File: config.mk
export PLATFORM = sky130hd
export DESIGN_NAME = axi4stream_burst_framer
export DESIGN_NICKNAME = d
export VERILOG_FILES = /design/src/rtl/axi4stream_burst_framer_pkg.sv /design/src/rtl/axi4stream_burst_framer.sv
export SDC_FILE = /design/constraint.sdc
export NUM_CORES = 1
export LEC_CHECK = 0
export ABC_AREA = 0
export BUFFER_PORTS_ARGS = -buffer_cell sky130_fd_sc_hd__buf_2
export CAP_MARGIN = 10
export CELL_PAD_IN_SITES_DETAIL_PLACEMENT = 0
export CELL_PAD_IN_SITES_GLOBAL_PLACEMENT = 1
export CORE_AREA = 2 2 254 256
export CTS_CLUSTER_SIZE = 25
export DETAILED_ROUTE_END_ITERATION = 6
export DIE_AREA = 0 0 256 258
export PLACE_DENSITY = 0.48
export SLEW_MARGIN = 20
export SYNTH_ARGS = -nofsm -noshare
export SYNTH_HDL_FRONTEND = slang
export SYNTH_SLANG_ARGS = --single-unit
File: constraint.sdc
create_clock -name CLK_I -period 2.1 [get_ports CLK_I]
set_clock_uncertainty 0.05 [all_clocks]
set_input_delay 0.21 -clock CLK_I [delete_from_list [all_inputs] [get_ports CLK_I]]
set_output_delay 0.21 -clock CLK_I [all_outputs]
set_load 0.05 [all_outputs]
File: src/rtl/axi4stream_burst_framer_pkg.sv
// Purpose: shared state encoding and default widths for the burst framer and its W register slice.
// Latency: n/a (types and constants only).
// Backpressure: n/a.
package axi4stream_burst_framer_pkg;

  localparam int DEF_AWPORT_WIDTH = 2;
  localparam int DEF_AWLEN_WIDTH  = 16;
  localparam int DEF_AWSIZE_WIDTH = 16;
  localparam int DEF_WIDTH        = 256;

  typedef enum logic {
    IDLE  = 1'b0,
    BURST = 1'b1
  } state_t;

endpackage

File: src/rtl/axi4stream_burst_framer.sv
// Purpose: turns one command (port/len/size) plus a last-less data stream into one AW and a W burst with WLAST.
// Latency: AW one cycle after command accept; W beats pass through combinationally; one idle cycle between bursts.
// Backpressure: D_READY follows M_WREADY while the burst is open; C_READY is low for the whole burst.
// Optional: define AXI4STREAM_BURST_FRAMER_STATUS_EN to add the STAT_BURSTS completed-burst counter.
module axi4stream_burst_framer
  import axi4stream_burst_framer_pkg::*;
#(
  parameter int AWPORT_WIDTH = DEF_AWPORT_WIDTH,
  parameter int AWLEN_WIDTH  = DEF_AWLEN_WIDTH,
  parameter int AWSIZE_WIDTH = DEF_AWSIZE_WIDTH,
  parameter int WIDTH        = DEF_WIDTH
) (
  input  logic                    CLK_I,
  input  logic                    RSTN_I,
  input  logic [AWPORT_WIDTH-1:0] C_AWPORT,
  input  logic [AWLEN_WIDTH-1:0]  C_AWLEN,
  input  logic [AWSIZE_WIDTH-1:0] C_AWSIZE,
  input  logic                    C_VALID,
  output logic                    C_READY,
  input  logic                    D_VALID,
  output logic                    D_READY,
  input  logic [WIDTH-1:0]        D_DATA,
  input  logic [WIDTH/8-1:0]      D_STRB,
  output logic [AWPORT_WIDTH-1:0] M_AWPORT,
  output logic [AWLEN_WIDTH-1:0]  M_AWLEN,
  output logic [AWSIZE_WIDTH-1:0] M_AWSIZE,
  output logic                    M_AWVALID,
  input  logic                    M_AWREADY,
  output logic                    M_WVALID,
  input  logic                    M_WREADY,
  output logic [WIDTH-1:0]        M_WDATA,
  output logic [WIDTH/8-1:0]      M_WSTRB,
  output logic                    M_WLAST
`ifdef AXI4STREAM_BURST_FRAMER_STATUS_EN
  ,
  output logic [31:0]             STAT_BURSTS
`endif
);

  state_t                  state, state_nxt;
  logic [AWPORT_WIDTH-1:0] cmd_port;
  logic [AWLEN_WIDTH-1:0]  cmd_len;
  logic [AWSIZE_WIDTH-1:0] cmd_size;
  logic [AWLEN_WIDTH-1:0]  beat_cnt;
  logic                    aw_pend, aw_pend_nxt;
  logic                    w_done, w_done_nxt;
  logic                    cmd_fire, w_open, w_fire;

  // AW fields come straight from the command register; W payload is a pure pass-through.
  assign M_AWPORT  = cmd_port;
  assign M_AWLEN   = cmd_len;
  assign M_AWSIZE  = cmd_size;
  assign M_AWVALID = aw_pend;
  assign M_WDATA   = D_DATA;
  assign M_WSTRB   = D_STRB;

  // Next-state and handshake decode; leave BURST once both AW and the last W beat are done, even in the same cycle.
  always_comb begin
    state_nxt   = state;
    C_READY     = 1'b0;
    cmd_fire    = 1'b0;
    w_open      = 1'b0;
    aw_pend_nxt = aw_pend;
    w_done_nxt  = w_done;
    case (state)
      IDLE: begin
        C_READY  = 1'b1;
        cmd_fire = C_VALID;
        if (C_VALID) state_nxt = BURST;
      end
      BURST: begin
        w_open = !w_done;
      end
      default: state_nxt = IDLE;
    endcase
    M_WVALID = w_open && D_VALID;
    D_READY  = w_open && M_WREADY;
    M_WLAST  = M_WVALID && (beat_cnt == cmd_len);
    w_fire   = M_WVALID && M_WREADY;
    if (state == BURST) begin
      aw_pend_nxt = aw_pend && !M_AWREADY;
      w_done_nxt  = w_done || (w_fire && M_WLAST);
      if (!aw_pend_nxt && w_done_nxt) state_nxt = IDLE;
    end
  end

  // State register.
  always_ff @(posedge CLK_I or negedge RSTN_I) begin
    if (!RSTN_I) state <= IDLE;
    else         state <= state_nxt;
  end

  // Command capture, AW pending flag, W completion and beat counter (counter holds on the last beat, so it never wraps).
  always_ff @(posedge CLK_I or negedge RSTN_I) begin
    if (!RSTN_I) begin
      cmd_port <= '0;
      cmd_len  <= '0;
      cmd_size <= '0;
      aw_pend  <= 1'b0;
      w_done   <= 1'b0;
      beat_cnt <= '0;
    end else if (cmd_fire) begin
      cmd_port <= C_AWPORT;
      cmd_len  <= C_AWLEN;
      cmd_size <= C_AWSIZE;
      aw_pend  <= 1'b1;
      w_done   <= 1'b0;
      beat_cnt <= '0;
    end else if (state == BURST) begin
      aw_pend <= aw_pend_nxt;
      w_done  <= w_done_nxt;
      if (w_fire && !M_WLAST) beat_cnt <= beat_cnt + 1'b1;
    end
  end

`ifdef AXI4STREAM_BURST_FRAMER_STATUS_EN
  logic [31:0] stat_cnt;
  assign STAT_BURSTS = stat_cnt;

  // Count completed bursts on every BURST to IDLE transition; free-running wrap.
  always_ff @(posedge CLK_I or negedge RSTN_I) begin
    if (!RSTN_I)                                   stat_cnt <= '0;
    else if (state == BURST && state_nxt == IDLE)  stat_cnt <= stat_cnt + 32'd1;
  end
`endif

endmodule

# Word level (Yosys, flattened, before mapping)

Index checks and enable logic that the tools add are counted.

Flip-flop bits (word level): 53
Bits of input ports: 328

$add $sub $neg: 1
Equal/unequal tests: 1
Muxes and demuxes: 14
Reductions and logical operators: 16

Operator list:

| kind                    | count |
|---|---|
| $mux W16                | 3 |
| $add A16 B1 Y16 const B | 1 |
| $eq A16 B16 Y1          | 1 |
| $mux W1                 | 11 |
| $logic_and A1 B1 Y1     | 8 |
| $logic_not A1 Y1        | 4 |
| $reduce_bool A2 Y1      | 2 |
| $reduce_and A2 Y1       | 1 |
| $logic_or A1 B1 Y1      | 1 |

# Logic depth before layout (Yosys ltp)

Gate-level depths: netlist of run 1.

Depth in word-level cells: 9
Gate-level depth with buffers: 10

# Least setup slack after synthesis of run 1

OpenSTA, ideal clock, no wires.

Kind: flip-flop to output port
Start point: reg cmd_len[5], in the netlist M_AWLEN[5]
End point: out M_WLAST
Data arrival time: 2215 ps
Slack: -375 ps
Cell stages (with the launch flop): 6
Path through: dfrtp_1 -> xnor2_1 -> nand3_1 -> or4_4 -> buf_6 -> nor2_1

Cells in the longest elaborated chain, start to end: 2

RTL lines:

| element                | line                           | RTL |
|---|---|---|
| from (decl)            | axi4stream_burst_framer.sv:42  | `logic [AWLEN_WIDTH-1:0] cmd_len;` |
| from (signal assigned) | axi4stream_burst_framer.sv:97  | `cmd_len <= '0;` |
| from (signal assigned) | axi4stream_burst_framer.sv:104 | `cmd_len <= C_AWLEN;` |
| $eq A16 B16 Y1         | axi4stream_burst_framer.sv:78  | `M_WLAST = M_WVALID && (beat_cnt == cmd_len);` |
| $logic_and A1 B1 Y1    | axi4stream_burst_framer.sv:78  |  |
| to (decl)              | axi4stream_burst_framer.sv:33  | `output logic M_WLAST` |

Every way passes these cells.

# Worst setup path in the final report of run 1

Start point: reg cmd_len[11], in the netlist M_AWLEN[11]
End point: reg beat_cnt[11]

Cells in the longest elaborated chain, start to end: 6

RTL lines:

| element                             | line                           | RTL |
|---|---|---|
| $eq A16 B16 Y1                      | axi4stream_burst_framer.sv:78  |  |
| $logic_and A1 B1 Y1                 | axi4stream_burst_framer.sv:78  |  |
| $logic_not A1 Y1                    | axi4stream_burst_framer.sv:112 | `if (w_fire && !M_WLAST) beat_cnt <= beat_cnt + 1'b1;` |
| $logic_and A1 B1 Y1                 | axi4stream_burst_framer.sv:112 |  |
| $reduce_bool A2 Y1 (no source line) | n/a                            |  |
| $reduce_and A2 Y1 (no source line)  | n/a                            |  |
| to (signal assigned)                | axi4stream_burst_framer.sv:112 |  |
| to (decl)                           | axi4stream_burst_framer.sv:44  | `logic [AWLEN_WIDTH-1:0] beat_cnt;` |

Every way passes these cells.
A chain may end at the register's enable or synchronous reset.

==> qor.csv, run 1 <==
stage,metric,value,unit
setup_path,CP Max Fanout,4,
synth,share of the synthesized area in the top cell type,0.464,
die,Die W,256,µm
power_and_ir_drop,Lkg Pwr,0.00197,µW
power_and_ir_drop,Switch Pwr,3050,µW
cells_and_area,area of the multi-input gates,1240,µm²
cells_and_area,Fillers,7497,
power_and_ir_drop,Comb power frac,0.524,
run_status,outcome,"complete, but fails checks",
sta,fmax,447,MHz
sta,Final WS setup,-0.138,ns
cells_and_area,share of post-route cells with drive strength above 1,0.436,
synth,leading area contributor after synthesis,buf_4,
sta,Worst-Margin Slew,0.817,ns
grt,GRT Total Usage,0.0529,
detailed_routing,Routed WL,18300,µm
synth,cells after synthesis,567,
synth,post-synthesis sequential area ratio,0.285,
grt,antenna violations before repair,4,
synth,"FF+latch count, synth",53,
detailed_routing,first drt pass iteration count,4,
synth,"Net Count, Synth",896,
grt,first-pass GRT wire length,24100,µm
cells_and_area,fin cells,1264,
cells_and_area,sequential cell area,1340,µm²
worst_hold_path,HP Start,C_AWLEN[14],
sta,fin crit share,1.07,
detailed_routing,DR vias/cell,2.24,
sta,final hold viol count,0,
setup_path,Crit Path Class,flip-flop to flip-flop,
die,Die ar.,66000,µm²
die,initial core utilization,0.0732,
grt,total grt overflow,0,
synth,number of synthesized flops with an enable pin,0,
setup_path,reg-to-reg startpoint,M_AWLEN[11]$_DFFE_PN0P_,
power_and_ir_drop,sw frac,0.510,
detailed_routing,WL/cell,14.5,µm
setup_path,crit end category,flip-flop,
placed_design,Placed Cells,1244,
power_and_ir_drop,PD cells,1260,nW/µm²
placed_design,DP HPWL,14800,µm
detailed_routing,detailed-route via count,2836,
setup_path,Worst R2R Setup Slack,-0.14,ns
power_and_ir_drop,clock power share,0.175,
synth,Syn. warnings,0,
cells_and_area,final core utilization,0.0744,
die,num ports,655,
sta,RSZ-0062 raised after global routing,true,
die,Core ar.,63600,µm²
setup_path,WP data required,2.24,ns
cts,Root Driver,clkbuf_16,
synth,top post-synthesis cells by count,"buf_4, nand2_1, dfrtp_1",
cells_and_area,"Area growth, synth to finish",1.56,%
sta,Slew Limit Headroom,0.455,
run_status,violated checks,negative setup slack,
setup_path,CP Launch Point,M_AWLEN[11]$_DFFE_PN0P_,
cts,"Reg clk slew, reported paths",0.09,ns
sta,# setup viols final,17,
power_and_ir_drop,Int Power,2930,µW
cts,Clock Tree Buf Depth,2,
synth,asr flop ratio synth,1.00,
sta,fin crit period,2.24,ns
cts,total CTS buffers,5,
cts,H-tree depth,2,
die,Rows,93,
synth,top_reg_cell synth,dfrtp_1,
die,die height,258,µm
placed_design,pre-CTS setup slack,-0.194,ns
synth,Mean Syn Cell Area,8.22,µm²
power_and_ir_drop,sequential share of power,0.301,
grt,largest net degree at the start of global routing,25,
power_and_ir_drop,Peak VDD IR,0.793,mV
synth,synthesized area,4660,µm²
detailed_routing,Detail Route Antenna Nets,0,
cts,CTS tree,yes,
synth,Synth cell types,37,
cells_and_area,final net count,736,
placed_design,I/O Buffers,78,
synth,largest cells by area after synthesis,"buf_4, dfrtp_1, nand2_1",
grt,vias in the first global route,3089,
detailed_routing,drt drc,0,
setup_path,Crit path arrival time,2.38,ns
sta,fin. max-slew vios,0,
detailed_routing,DR iter-0 viols,114,
job,total of max-cap violations,0,
placed_design,RePlAce Congestion,0.709,
cts,CTS sink count,53,
setup_path,Startpoint Class,flip-flop,
synth,most numerous cell in the Yosys netlist,buf_4,
worst_hold_path,Hold Crit Class,input pin to flip-flop,
cts,Skew-Pair Late Insertion Delay,0.32,ns
-- power by group through the flow --
stage / clock network, µW / registers (µW) / logic [µW]
6_report: 1050 / 1800 / 3140
5_1_grt: 1130 / 1870 / 3360
4_1_cts: 1110 / 1810 / 3100
3_5_place_dp: 0 / 1810 / 3040
3_3_place_gp: 0 / 1800 / 3050
2_1_floorplan: 0 / 2900 / 2200
-- cells by family after synthesis --
group	Yosys count	share of synthesized area
compound gates	26	0.0387
xor+xnor	19	0.0357
fa+ha+maj	1	0.00268
buf+inv	306	0.483
flops	53	0.285
mux	4	0.00859
simple gates	158	0.146
-- critical path: stages (launching register included) --
cell and delay (ns):
dfrtp_2 0.44, xnor2_2 0.16, nand4_1 0.15, or4_4 0.62, buf_6 0.15, buf_6 0.12, o2111ai_4 0.19, xor2_1 0.18
nor2_1 0.06
-- final timing paths --
kind | end | depth (start not counted)
max | beat_cnt[11]$_DFFE_PN0P_ | 8
min | M_AWLEN[14]$_DFFE_PN0P_ | 3
max reg2reg | beat_cnt[11]$_DFFE_PN0P_ | 8
min reg2reg | M_AWSIZE[2]$_DFFE_PN0P_ | 2
max in group asynchronous | state$_DFF_PN0_ | 3
min in group asynchronous | beat_cnt[2]$_DFFE_PN0P_ | 2
-- cell usage in the layout (no fill, tap or decap), types with 2 or more instances in the layout --
cell type	count
buf_4	47
buf_2	77
nand3_1	5
and2_1	2
o211ai_1	2
nor3_4	2
dfrtp_2	10
nor4_1	2
nand2_1	113
nand4_1	3
buf_6	6
xor2_2	2
o21ai_0	2
clkbuf_16	5
xnor2_1	8
and3_1	4
a21oi_2	2
mux2i_1	4
dfrtp_1	43
o21a_1	3
o2111ai_2	2
nand3_2	3
xor2_1	5
xnor2_2	4
nor3_1	2
nand2b_1	2
nor2_1	7
a21oi_1	3
inv_1	4
o21ai_1	4
buf_12	4
-- metal layers --
metal  routed length, µm  vias to the layer above  GRT usage
met5                 145                        -     0.0135
met4                1170                        8     0.0369
met3                3060                      131     0.0417
met2                7530                      298     0.0748
met1                6370                     1233     0.0514
li1                    -                     1166          -
-- metrics by stage --
stage / TNS (ns) / cell area (µm²) / total power (µW) / hold slack [ns]
after floorplan: -0.263 / 4680 / 5090 / -0.136
after global placement: -0.636 / 4300 / 4850 / 0.334
after detailed placement: -0.668 / 4300 / 4850 / 0.327
after CTS: -0.892 / 4580 / 6020 / 0.0132
after global routing: -2.64 / 4730 / 6360 / 0.0287
final: -1.36 / 4730 / 5980 / 0.0253
-- registers in the layout, indices dropped and copies added, names as in the netlist --
| register | cells |
|---|---|
| state | 1 |
| beat_cnt | 16 |
| M_AWLEN | 16 |
| M_AWVALID | 1 |
| M_AWSIZE | 16 |
| M_AWPORT | 2 |
| w_done | 1 |
-- what timing repair did --
action | in CTS | in global routing
cloned | 1 | 0
buffers inserted | 3 | 7
pin swaps | 6 | 19
endpoints found under the setup margin | 15 | 19
gates resized for setup | 17 | 20
hold buffers | 1 | 0
hold endpoints to repair | 18 | 0
-- final cells by class --
type	instances	share of cell area
Sequential cell	53	0.283
Multi-Input combinational cell	208	0.263
Tap cell	855	0.226
Timing Repair Buffer	135	0.189
Clock buffer	6	0.0272
Clock inverter	2	0.00819
Inverter	4	0.00317
Antenna cell	1	0.000529
Power figures use the tool's default switching activity.
==> run 2, diff against run 1 <==
==> constraint.sdc (replaced) <==
create_clock -name CLK_I -period 2.1 [get_ports CLK_I]
set_clock_uncertainty 0.05 [all_clocks]
set_input_delay 0.21 -clock CLK_I [delete_from_list [all_inputs] [get_ports CLK_I]]
set_output_delay 0.21 -clock CLK_I [all_outputs]
set_load 0.1 [all_outputs]
==> qor.csv, run 2 (synthesis gave the netlist of run 1 again) <==
stage,metric,value,unit
run_status,outcome,"complete, but fails checks",
run_status,violated checks,negative setup slack,
cells_and_area,area of the multi-input gates,1230,µm²
cts,CTS sink count,53,
sta,fin crit share,1.14,
setup_path,reg-to-reg startpoint,M_AWLEN[7]$_DFFE_PN0P_,
sta,final hold viol count,0,
worst_hold_path,Hold Crit Class,input pin to flip-flop,
detailed_routing,first drt pass iteration count,4,
cts,Skew-Pair Late Insertion Delay,0.33,ns
sta,Final WS setup,-0.288,ns
setup_path,Worst R2R Setup Slack,-0.20,ns
cells_and_area,share of post-route cells with drive strength above 1,0.436,
cts,CTS tree,yes,
worst_hold_path,hold path cells,3,
detailed_routing,drt drc,0,
setup_path,CP endpoint,M_WLAST,
grt,total grt overflow,0,
sta,fin crit period,2.39,ns
sta,fin. max-slew vios,0,
power_and_ir_drop,total power,7280,µW
setup_path,CP Launch Point,M_AWLEN[7]$_DFFE_PN0P_,
cts,"Reg clk slew, reported paths",0.08,ns
cells_and_area,Fillers,7503,
detailed_routing,WL/cell,14.9,µm
sta,Worst-Margin Slew,0.581,ns
detailed_routing,Routed WL,18900,µm
cells_and_area,final net count,739,
cells_and_area,"commonest non-fill, non-tap cell in the layout",nand2_1,
cts,total CTS buffers,5,
power_and_ir_drop,Peak VDD IR,0.587,mV
cells_and_area,most frequent cells in the layout,"nand2_1, buf_2, buf_4",
die,Rows,93,
detailed_routing,DR vias/cell,2.28,
grt,vias in the first global route,3048,
sta,Hold Slack,0.0271,ns
sta,Slew Limit Headroom,0.609,
grt,antenna violations before repair,4,
setup_path,Crit Path Class,flip-flop to output pin,
setup_path,Startpoint Class,flip-flop,
placed_design,I/O Buffers,78,
die,initial core utilization,0.0732,
sta,setup TNS,-2.27,ns
detailed_routing,detailed-route via count,2893,
setup_path,CP Max Fanout,2,
detailed_routing,DR iter-0 viols,57,
grt,first-pass GRT wire length,24900,µm
sta,# setup viols final,18,
sta,fmax,419,MHz
grt,GRT Total Usage,0.0559,
cells_and_area,"Area growth, synth to finish",2.44,%
sta,RSZ-0062 raised after global routing,true,
detailed_routing,Detail Route Antenna Nets,0,
cts,H-tree depth,2,
power_and_ir_drop,PD cells,1520,nW/µm²
die,Core ar.,63600,µm²
cts,Clock Tree Buf Depth,2,
setup_path,WP data required,1.84,ns
cells_and_area,fin area,4770,µm²
cts,Root Driver,clkbuf_16,
setup_path,crit end category,output pin,
placed_design,Placed Area,4290,µm²
cells_and_area,sequential cell area,1360,µm²
job,total of max-cap violations,0,
die,Die W,256,µm
power_and_ir_drop,Lkg Pwr,0.00196,µW
grt,largest net degree at the start of global routing,43,
placed_design,RePlAce Congestion,0.704,
die,num ports,655,
die,Die ar.,66000,µm²
setup_path,Crit path arrival time,2.13,ns
placed_design,DP HPWL,15000,µm
setup_path,reg2reg path depth,8,
setup_path,R2R Path End,beat_cnt[13]$_DFFE_PN0P_,
die,die height,258,µm
==> run 2: cell count changes in the layout (fill, tap and decap cells not counted), sizes merged <==
cell	delta
inv	+1
bufinv	-1
buf	-5
dlygate4sd3	+8
==> run 2: cell type report <==
class / count / area share
Inverter: 4 / 0.00314
Tap cell: 855 / 0.224
Multi-Input combinational cell: 208 / 0.257
Clock buffer: 6 / 0.0270
Sequential cell: 53 / 0.286
Timing Repair Buffer: 138 / 0.200
Antenna cell: 1 / 0.000524
Clock inverter: 2 / 0.00288
==> run 2: worst min path at each step <==
stage / endpoint / startpoint / slack [ns]
2_1_floorplan: M_AWLEN[0]$_DFFE_PN0P_ / RSTN_I / -0.14
4_1_cts: M_AWSIZE[13]$_DFFE_PN0P_ / C_AWSIZE[13] / 0.00002
5_1_grt: M_AWLEN[15]$_DFFE_PN0P_ / C_AWLEN[15] / 0.01
3_3_place_gp: M_AWLEN[14]$_DFFE_PN0P_ / RSTN_I / 0.03
3_5_place_dp: M_AWVALID$_DFFE_PN0P_ / RSTN_I / 0.03
6_report: M_AWSIZE[15]$_DFFE_PN0P_ / C_AWSIZE[15] / 0.03
==> run 2: power by group <==
| group | total, µW | switching (µW) | internal (µW) |
|---|---|---|---|
| clock network | 911 | 463 | 448 |
| registers | 1820 | 349 | 1470 |
| logic | 4550 | 3590 | 956 |
| total | 7280 | 4410 | 2870 |
==> run 2: what timing repair did <==
action | in CTS | in global routing
gates resized for setup | 13 | 29
endpoints found under the setup margin | 13 | 19
hold buffers | 9 | 0
pin swaps | 6 | 17
gates cloned | 1 | 1
hold endpoints to repair | 38 | 0
setup buffers | 3 | 9
==> run 2: worst max-delay path: stages (launching register included) <==
cell     delay (ns)
dfrtp_4        0.49
xnor2_2        0.12
nand4_1        0.16
or4_4          0.56
buf_4          0.16
nor2_4         0.13
buf_12         0.19
==> run 2: through the flow <==
step,utilization,std cells,worst slack [ns]
finish,0.0750,1267,-0.288
global route,0.0750,1266,-0.392
CTS,0.0724,1258,-0.351
detailed placement,0.0675,1238,-0.136
global placement,0.0675,1238,-0.157
floorplan,-,567,-0.232
==> run 2: metal layers <==
layer / part of all wire / track usage
met5: 0.00069 / 0
met4: 0.077 / 0.0439
met3: 0.17 / 0.0479
met2: 0.40 / 0.0748
met1: 0.35 / 0.0550
